`src/rtl/butterfly_sequencer.sv`:
```
// butterfly_sequencer: front-panel sequencer for y = a + w*b, z = a - w*b on one shared multiplier
module butterfly_sequencer #(
  parameter int WIDTH       = 8,
  parameter int FRAC        = 7,
  parameter int SYNC_STAGES = 2,
  parameter int DEBOUNCE    = 4
) (
  input  logic             fastclk,
  input  logic             reset,
  input  logic             btn,
  input  logic [WIDTH-1:0] sw_data,
  output logic [WIDTH-1:0] led,
  output logic [2:0]       sel,
  output logic             busy,
  output logic             done
);
  localparam int CW = $clog2(DEBOUNCE + 1);
  localparam int W1 = WIDTH + 1;
  localparam int W2 = WIDTH + 2;
  localparam int WP = 2 * WIDTH;
  localparam logic [1:0] S_LOAD = 2'd0, S_MUL = 2'd1, S_ADD = 2'd2, S_SHOW = 2'd3;
  localparam logic signed [W2-1:0] MAXV = {3'b000, {(WIDTH-1){1'b1}}};
  localparam logic signed [W2-1:0] MINV = {3'b111, {(WIDTH-1){1'b0}}};
  logic [SYNC_STAGES-1:0] r_sync;
  logic [CW-1:0]          r_cnt;
  logic                   r_db, r_db_q;
  logic [1:0]             r_state, r_mcnt;
  logic [2:0]             r_sel;
  logic [WIDTH-1:0]       r_led;
  logic signed [WIDTH-1:0] r_op [6];
  logic signed [WIDTH-1:0] r_p [4];
  logic [WIDTH-1:0]       r_res [4];
  logic                   w_sync, w_diff, w_press;
  logic signed [WIDTH-1:0] w_x, w_y;
  logic signed [WP-1:0]   w_prod, w_sh;
  logic signed [W1-1:0]   w_tre, w_tim;
  logic [WIDTH-1:0]       w_ry, w_iy, w_rz, w_iz;
  logic [1:0]             w_nsel;

  function automatic logic [WIDTH-1:0] sat(input logic signed [W2-1:0] v);
    return v > MAXV ? MAXV[WIDTH-1:0] : v < MINV ? MINV[WIDTH-1:0] : v[WIDTH-1:0];
  endfunction

  assign w_sync  = r_sync[SYNC_STAGES-1];
  assign w_diff  = w_sync != r_db;
  assign w_press = r_db & ~r_db_q;
  // product order p0..p3 = ReW*ReB, ImW*ImB, ReW*ImB, ImW*ReB
  assign w_x     = r_mcnt[0] ? r_op[1] : r_op[0];
  assign w_y     = (r_mcnt[0] ^ r_mcnt[1]) ? r_op[3] : r_op[2];
  assign w_prod  = WP'(w_x) * WP'(w_y);
  assign w_sh    = w_prod >>> FRAC;
  assign w_tre   = W1'(r_p[0]) - W1'(r_p[1]);
  assign w_tim   = W1'(r_p[2]) + W1'(r_p[3]);
  assign w_ry    = sat(W2'(r_op[4]) + W2'(w_tre));
  assign w_iy    = sat(W2'(r_op[5]) + W2'(w_tim));
  assign w_rz    = sat(W2'(r_op[4]) - W2'(w_tre));
  assign w_iz    = sat(W2'(r_op[5]) - W2'(w_tim));
  assign w_nsel  = r_sel[1:0] + 2'd1;
  assign led     = r_led;
  assign sel     = r_sel;
  assign busy    = r_state == S_MUL || r_state == S_ADD;
  assign done    = r_state == S_SHOW;

  // synchronize the raw button and accept a new level only after it has been stable for DEBOUNCE cycles
  always_ff @(posedge fastclk or posedge reset)
    if (reset) begin
      r_sync <= '0;
      r_cnt  <= '0;
      r_db   <= 1'b0;
      r_db_q <= 1'b0;
    end else begin
      r_sync <= {r_sync[SYNC_STAGES-2:0], btn};
      r_db_q <= r_db;
      r_cnt  <= (w_diff && r_cnt != CW'(DEBOUNCE - 1)) ? r_cnt + CW'(1) : '0;
      if (w_diff && r_cnt == CW'(DEBOUNCE - 1)) r_db <= w_sync;
    end

  // LOAD -> MUL (4 products) -> ADD -> SHOW -> LOAD; presses outside LOAD/SHOW are ignored
  always_ff @(posedge fastclk or posedge reset)
    if (reset) begin
      r_state <= S_LOAD;
      r_mcnt  <= '0;
      r_sel   <= '0;
      r_led   <= '0;
      for (int i = 0; i < 6; i++) r_op[i] <= '0;
      for (int i = 0; i < 4; i++) begin
        r_p[i]   <= '0;
        r_res[i] <= '0;
      end
    end else
      case (r_state)
        S_LOAD:
          if (w_press) begin
            r_op[r_sel] <= sw_data;
            r_led       <= sw_data;
            r_sel       <= r_sel == 3'd5 ? 3'd0 : r_sel + 3'd1;
            r_mcnt      <= '0;
            if (r_sel == 3'd5) r_state <= S_MUL;
          end
        S_MUL: begin
          r_p[r_mcnt] <= w_sh[WIDTH-1:0];
          r_mcnt      <= r_mcnt + 2'd1;
          r_led       <= '0;
          if (r_mcnt == 2'd3) r_state <= S_ADD;
        end
        S_ADD: begin
          r_res[0] <= w_ry;
          r_res[1] <= w_iy;
          r_res[2] <= w_rz;
          r_res[3] <= w_iz;
          r_sel    <= '0;
          r_led    <= '0;
          r_state  <= S_SHOW;
        end
        default:
          if (w_press) begin
            r_sel <= r_sel[1:0] == 2'd3 ? 3'd0 : {1'b0, w_nsel};
            r_led <= r_sel[1:0] == 2'd3 ? '0 : r_res[w_nsel];
            if (r_sel[1:0] == 2'd3) r_state <= S_LOAD;
          end else
            r_led <= r_res[r_sel[1:0]];
      endcase
endmodule

```
`config.mk`:
```
export PLATFORM = sky130hd
export DESIGN_NAME = butterfly_sequencer
export DESIGN_NICKNAME = d
export VERILOG_FILES = /design/src/rtl/butterfly_sequencer.sv
export SDC_FILE = /design/constraint.sdc
export NUM_CORES = 1
export LEC_CHECK = 0
export CAP_MARGIN = 10
export CELL_PAD_IN_SITES_DETAIL_PLACEMENT = 1
export CELL_PAD_IN_SITES_GLOBAL_PLACEMENT = 1
export CORE_AREA = 2 2 148 150
export CTS_BUF_LIST = sky130_fd_sc_hd__clkbuf_8 sky130_fd_sc_hd__clkbuf_16
export DETAILED_ROUTE_END_ITERATION = 16
export DIE_AREA = 0 0 150 152
export GPL_TIMING_DRIVEN = 0
export PLACE_DENSITY = 0.92
export SETUP_SLACK_MARGIN = 0.02
export SYNTH_ARGS = -nofsm -noshare
export SYNTH_HDL_FRONTEND = slang
export SYNTH_SLANG_ARGS = --single-unit
```
`constraint.sdc`:
```
create_clock -name fastclk -period 7.19 [get_ports fastclk]
set_input_delay 1.0785 -clock fastclk [delete_from_list [all_inputs] [get_ports fastclk]]
set_output_delay 1.0785 -clock fastclk [all_outputs]
set_load 0.005 [all_outputs]
```
==> metrics.txt, run 1 <==
status=completed; post-cts hold buffer count=0; initial antenna violation count=4; GRT Overall Usage=36.45%; vias in the first global route=10,340; global-route wire length before repair=62.49 mm; max cap viols=0; routed vias/inst=6.708; worst reg2reg path depth=21; Initial DRC Count=754; Worst setup SP type=flop; Setup crit end kind=flop; Synth Instances=roughly 1,000; largest net degree at the start of global routing=69; worst hold slack=0.3640 ns; total wire length=39.67 mm; max-slew violations=0; # IOs=24; Final setup viols=0; cts bufs inserted=17; setup tns final=0 ns; RSZ-0062 raised after global routing=false; Clock Latency Late Sink=approximately 0.45 ns; share of cells above drive strength 1=12.27%; top_reg_cell synth=dfrtp_1; asr flop ratio synth=100.0%; critical path peak fanout=10; DRC viols=0; cell row count=54; Ys Warns=0; CTS root buffer=clkbuf_16; Critical path origin=r_mcnt[0]; Clock Sinks=roughly 130; CP endpoint=r_p[14]; die height=152 microns; Period minus WS final=between 6 and 7 ns; CTS tree=done; Longest Clk Path Bufs=2; Clock Skews=between 0.015 and 0.02 ns; Hold Violations, Final=0; #FFs+latches synth=134; most frequent cells in the layout=134 x dfrtp_1, 127 x inv_1, 95 x nor2_1; Reg clk slew, reported paths=approximately 0.080 ns; die area=22,800 sq um; Post-Syn Area=10,670 sq um; Final Cell Area=11,910 sq um; crit path DAT=7.22 ns; final net count=1,247; most common cell after layout, fill and taps aside=dfrtp_1; placed instance area=11,290 sq um; worst path required time=7.56 ns; fmax=roughly 150 MHz; FF-to-FF Start=r_mcnt[0]; Initial Util=49.99%; # port buffers=23; DR vias=9,270; grt ovf=0; EDFF count, synth=0; Setup CP Type=flop to flop; Yosys top cell area share=31.41%; r2r endpoint=r_p[14]; dpl hpwl=24.53 mm; Hold Path Class=flop to flop; r2r setup slk=0.34 ns; Die X-Extent=150 microns; routability cong.=0.8862; drt wl/cell=28.70 microns; Setup Fix Bufs, Post-CTS=0; Routed Antenna Nets=0; syn nets=1,204; final cycle utilization of the critical path=~95%; post-cts sizing count=6; Synth area leader=dfrtp_1; relative slew slack=30.35%; P&R area growth vs syn=11.53%; Worst Tran Pin Value=1.016 ns; H-tree Lvls=4; register area share after synthesis=31.41%; Syn Area/Cell=10.22 sq um; number of unique standard cell types used by synthesis=74; worst hold start=r_sync[0]; Core Region=21,350 sq um; top cells by area, synth=dfrtp_1 31%, ha_1 11%, fa_1 11%; first drt pass iteration count=7
## metrics by stage
| stage | setup WS (ns) | util (%) | cells |
|---|---|---|---|
| finish | 0.3422 | 55.76 | 1382 |
| global route | 0.03978 | 55.75 | 1381 |
| CTS | 0.2984 | 55.63 | 1380 |
| detailed placement | 0.07771 | 52.87 | 1348 |
| global placement | 0.3360 | 52.71 | 1347 |
| floorplan | 1.278 | - | 1044 |
## cells in the mapped netlist (6+ instances only)
cell,instances
mux2_2,46
ha_1,93
mux2_1,33
a211oi_1,9
fa_1,56
a21o_1,9
nand2b_1,13
nand3_1,6
o21ai_1,12
nor2b_1,17
inv_1,127
nor3_1,8
and2_1,6
a22o_1,8
o21ai_0,32
xnor2_1,30
xor2_1,21
buf_2,6
dfrtp_1,134
o311ai_1,22
nor2_1,95
mux2i_1,14
nand2_1,68
mux4_2,16
a21oi_1,22
or2_2,13
a22oi_1,10
clkbuf_1,19
## flip-flops by register name, indices dropped and copies added (netlist names)
register	flops
r_op	48
r_state	2
r_db	1
r_mcnt	2
r_res	32
sel	3
r_sync	2
led	8
r_p	32
r_db_q	1
r_cnt	3
## how the worst min path moves through the flow
stage | endpoint | cells past startpoint | slack (ns)
after global placement | r_sync[1] | 0 | 0.35
after CTS | r_sync[1] | 0 | 0.37
final | r_sync[1] | 0 | 0.36
after global routing | r_sync[1] | 0 | 0.37
after detailed placement | r_sync[1] | 0 | 0.34
after floorplan | r_sync[1] | 0 | 0.33
## cell families after synthesis
kind of cell,share of synthesized area (%)
buffers and inverters,5.662
AND/OR/NAND/NOR,11.32
adder cells (fa/ha/maj),21.40
AO/OA/AOI/OAI,12.73
flip-flops,31.41
multiplexers,13.28
XOR/XNOR,4.185
## routing by layer
layer / GRT usage [%] / up-vias / part of all wire (%)
met2: 59.01 / 599 / 48
met5: 1.739 / - / 0.12
met4: 25.02 / 6 / 8.3
li1: - / 3707 / -
met3: 12.13 / 277 / 9.0
met1: 40.08 / 4681 / 34
## critical path, cell delays in order, from the launching register on
cell and delay (ns):
dfrtp_1 0.47, clkbuf_2 0.36, inv_1 0.18, ha_1 0.36
buf_2 0.37, mux2i_2 0.62, nor2_1 0.18, fa_1 0.70
inv_1 0.13, fa_1 0.57, inv_1 0.07, fa_1 0.54
inv_1 0.06, fa_1 0.53, inv_1 0.05, ha_1 0.30
nor2_1 0.05, a21oi_1 0.24, o31a_1 0.23, a21oi_1 0.09
xnor2_1 0.39, mux2_2 0.24
## cell type report
class	instances	area (sq um)
fill	2310	9445
multi-input combinational	752	6758
sequential	134	3353
inverter	127	481.7
clock buffer	17	425.4
tap	280	350.3
timing repair buffer	24	257.7
clock inverter	15	145.1
buffer	31	128.9
antenna	2	5.005
Power of run 1 is left out: the tool's default activity adds up to more than one toggle a clock period on the data nets, which glitch-free logic cannot reach.
==> run 2: changes to the inputs <==
GPL_ROUTABILITY_DRIVEN = 0   (was default)
SLEW_MARGIN = 30   (was default)
TNS_END_PERCENT = 10   (was default)
==> metrics.txt, run 2 (synthesis results as in run 1) <==
Period minus WS final=6.845 ns (-0.002830 ns); Clock Skews=0.01476 ns (-0.005106 ns); cell row count=54 (unchanged); largest net degree at the start of global routing=69 (unchanged); worst hold start=r_sync[0]; CTS tree=done; # IOs=24 (unchanged); most common cell after layout, fill and taps aside=dfrtp_1; WHS Path Cells=0 (unchanged); Worst setup SP type=flop; r2r endpoint=r_p[14]; worst path required time=7.58 ns (+0.02 ns); Routed Antenna Nets=0 (unchanged); fmax=146.1 MHz (about the same); Clock Latency Late Sink=0.46 ns (about the same); initial antenna violation count=4 (unchanged); Hold Violations, Final=0 (unchanged); drt wl/cell=28.02 microns (-2.4%); CTS root buffer=clkbuf_16; first drt pass iteration count=5 (-2); GRT Overall Usage=34.40% (-2.0 points); DRC viols=0 (unchanged); dpl hpwl=24.52 mm (about the same); die area=22,800 sq um (unchanged); Initial DRC Count=666 (-12%); final net count=1,247 (unchanged); H-tree Lvls=4 (unchanged); Biggest register=r_op; post-cts hold buffer count=0 (unchanged); max cap viols=0 (unchanged); most frequent cells in the layout=134 x dfrtp_1, 127 x inv_1, 95 x nor2_1; Largest register FFs=48 (unchanged); Die X-Extent=150 microns (unchanged); Clock Sinks=134 (unchanged); Worst Tran Pin Value=0.9959 ns (-0.01979 ns); Worst Hold Path EP=r_sync[1]; placed instance area=11,300 sq um (about the same); share of cells above drive strength 1=12.36% (+0.091 points); Final setup viols=0 (unchanged); status=completed; RSZ-0062 raised after global routing=false; Hold Path Class=flop to flop; Final Cell Area=11,910 sq um (about the same); Setup CP Type=flop to flop; routed vias/inst=6.563 (-2.2%); Largest regs=r_op: 48 flops, r_p: 32 flops, r_res: 32 flops; vias in the first global route=10,090 (-2.4%); setup tns final=0 ns (unchanged); total wire length=38.69 mm (-2.5%); max-slew violations=0 (unchanged); # port buffers=23 (unchanged); critical path peak fanout=10 (unchanged); global-route wire length before repair=58.88 mm (-5.8%); FF-to-FF Start=r_mcnt[0]; crit path DAT=7.23 ns (about the same); die height=152 microns (unchanged); Longest Clk Path Bufs=2 (unchanged); Setup Fix Bufs, Post-CTS=0 (unchanged); relative slew slack=31.71% (+1.4 points); worst hold slack=0.3593 ns (-0.004725 ns); final cycle utilization of the critical path=95.20% (about the same); grt ovf=0 (unchanged); Fill cells=2,306 (-0.17%); P&R area growth vs syn=11.57% (about the same); Reg clk slew, reported paths=0.07 ns (about the same); cts bufs inserted=17 (unchanged); worst reg2reg path depth=21 (unchanged); DR vias=9,063 (-2.2%); Initial Util=49.99% (unchanged); r2r setup slk=0.35 ns (about the same); Setup crit end kind=flop; post-cts sizing count=6 (unchanged); Core Region=21,350 sq um (unchanged)
-- run 2: metal layers --
| metal | track usage, % | vias up | part of all wire (%) |
|---|---|---|---|
| li1 | - | 3701 | - |
| met1 | 37.06 | 4598 | 35 |
| met2 | 56.51 | 524 | 49 |
| met3 | 11.65 | 240 | 8.3 |
| met4 | 23.72 | 0 | 7.4 |
| met5 | 0 | - | 0 |
-- run 2: final cells by class --
type                       count  area, sq um  share of cell area, %
buffer                        31        128.9                  1.082
clock buffer                  17        425.4                  3.572
antenna                        1        2.502                0.02101
tap                          280        350.3                  2.942
timing repair buffer          24        257.7                  2.164
sequential                   134         3353                  28.16
inverter                     127        484.2                  4.066
clock inverter                15        145.1                  1.219
multi-input combinational    752         6761                  56.78
-- run 2: worst max path at each step --
| stage | startpoint | end | depth (start not counted) |
|---|---|---|---|
| floorplan | r_mcnt[0] | r_p[14] | 21 |
| global route | r_mcnt[0] | r_p[6] | 21 |
| finish | r_mcnt[0] | r_p[14] | 21 |
| detailed placement | r_mcnt[0] | r_p[14] | 20 |
| global placement | r_mcnt[0] | r_p[14] | 21 |
| CTS | r_mcnt[0] | r_p[14] | 21 |
-- run 2: worst max-delay path: stages (launching register included) --
cell	delay [ns]
dfrtp_1	0.47
clkbuf_2	0.37
inv_1	0.12
ha_1	0.30
buf_2	0.33
mux2i_2	0.70
nor2_1	0.22
fa_1	0.59
inv_1	0.05
fa_1	0.49
inv_1	0.06
fa_1	0.55
inv_1	0.07
fa_1	0.54
inv_1	0.04
ha_1	0.37
nand3_1	0.18
nor3_2	0.36
o31a_1	0.23
a21oi_1	0.09
xnor2_1	0.38
mux2_2	0.24
-- run 2: metrics by stage --
step	std cells	setup slack, ns	util, %
after CTS	1380	0.03092	55.72
after global routing	1380	0.09621	55.77
after detailed placement	1348	0.09288	52.92
after global placement	1347	0.3360	52.71
after floorplan	1044	1.278	-
final	1381	0.3450	55.78
Power of run 2 is left out for the same reason.
==> RTL change, RTL diff (settings of run 2) <==
Register the outputs `busy` and `done`; this adds one clock of latency there. The other outputs are not delayed to match.
--- a/src/rtl/butterfly_sequencer.sv
+++ b/src/rtl/butterfly_sequencer.sv
@@ -58,8 +58,10 @@
   assign w_nsel  = r_sel[1:0] + 2'd1;
   assign led     = r_led;
   assign sel     = r_sel;
-  assign busy    = r_state == S_MUL || r_state == S_ADD;
-  assign done    = r_state == S_SHOW;
+  always_ff @(posedge fastclk) begin
+      busy <= r_state == S_MUL || r_state == S_ADD;
+      done <= r_state == S_SHOW;
+  end
 
   // synchronize the raw button and accept a new level only after it has been stable for DEBOUNCE cycles
   always_ff @(posedge fastclk or posedge reset)
Behaviour: no difference found for any inputs over 10 cycles, from zero or initial values and one cycle with reset high; that may be too few to reach the edited logic, so the function may still have changed.
==> RTL change against run 2 <==
  * Sequential cell count grew 2
  * Routed wire length up 12%
  * Design area rose by 0.64%
  * Highest routed layer is now met5
  * Die area did not move
  * Area after synthesis up 0.56%
  * Largest cell class unchanged
  * Setup slack better by 0.047 ns
Power is left out: the tool's default activity adds up to more than one toggle a clock period on the data nets, which glitch-free logic cannot reach.
==> RTL change: results (changes against run 2) <==
- Netlist cell types: 76 (+2.7%)
- Vias/cell: 6.83 (+4.1%)
- Register bit count reported by yosys: 136 (+1.5%)
- Outcome: complete, no violations
- Multiplexer fraction of the synthesized cell area: 0.131 (-0.00191)
- N_diodes: 5 (+4)
- Synth Area in Adders: 0.213 (-0.00120)
- Syn nets: 1207 (+0.25%)
- DP Wirelength: 24.5 mm (about the same)
- Mapped Avg Cell Area: 10.3 µm² (+0.27%)
- Non-CTS inverters: 128 (+0.79%)
- FILL cells: 2243 (-2.7%)
- Total Routing Usage GR: 0.398 (+0.0542)
- Clkbuf count: 21 (+4)
- Critical path fanouts, max: 10 (unchanged)
- Multi-input comb cells: 751 (-0.13%)
- Clock buf/inv share: 0.0481 (+0.000217)
- Seq/Total Area, Yosys: 0.316 (+0.00197)
- Synth area leaders: dfrtp_1, ha_1, fa_1, mux2_2, inv_1
- Compound-Gate Fraction of Synth Area: 0.126 (-0.00153)
- Async SR Flop Fraction: 0.985 (-0.0147)
- Largest net degree at the start of global routing: 89 (+29%)
- Multi-input combinational area share: 0.565 (-0.00267)
- Rel. slew slack: 0.318 (+0.000927)
- CP peak stage delay: 0.58 ns (-0.12 ns)
- Buffering overhead: 0.0327 (+0.000211)
- Area Overhead vs Synth: 11.7% (about the same)
- Top cells by count, synth: dfrtp_1, inv_1, nor2_1
- Register area: 0.00339 mm² (+1.2%)
- Worst Path Arrival: 7.18 ns (-0.05 ns)
- Placed cell area: 0.0114 mm² (+0.53%)
- Vias in the first global route: 10700 (+5.9%)
- Layout net count: 1250 (+0.24%)
- Initial antenna violation count: 12 (+8)
- 1st-iter DRT viols: 1001 (+50%)
- Non-clock buffers: 56 (+1.8%)
- Xor/xnor share of the synthesized area: 0.0424 (+0.000582)
- Per-cell routed wire length: 31.2 µm (+11%)
- Pre-CTS setup slack: -0.230 ns (-0.323 ns)
- Share of cells above drive strength 1: 0.154 (+0.0305)
## RTL change: final timing paths
check | end | slack, ns | cells after the start
max reg2reg | r_p[3] | 0.39 | 21
min | r_sync[1] | 0.36 | 0
min reg2reg | r_sync[1] | 0.36 | 0
max | r_p[3] | 0.39 | 21
max in group asynchronous | r_p[31] | 5.36 | 3
min in group asynchronous | r_res[9] | 1.05 | 2
## RTL change: what timing repair did
item,4_1_cts,5_1_grt
gates resized for setup,6,3
gates cloned,0,0
buffers inserted,0,0
setup endpoints to repair,21,19
## RTL change: through the flow
stage          std cells  hold slack, ns
2_1_floorplan       1047           0.331
3_3_place_gp        1350           0.349
3_5_place_dp        1351           0.342
4_1_cts             1383           0.364
5_1_grt             1387           0.371
6_report            1388           0.363
## RTL change: per-layer routing
layer	GRT usage	vias up	share of wire
met1	0.422	4760	0.34
met4	0.306	16	0.086
met2	0.612	671	0.46
met3	0.173	319	0.10
li1	-	3712	-
met5	0.0674	-	0.0053
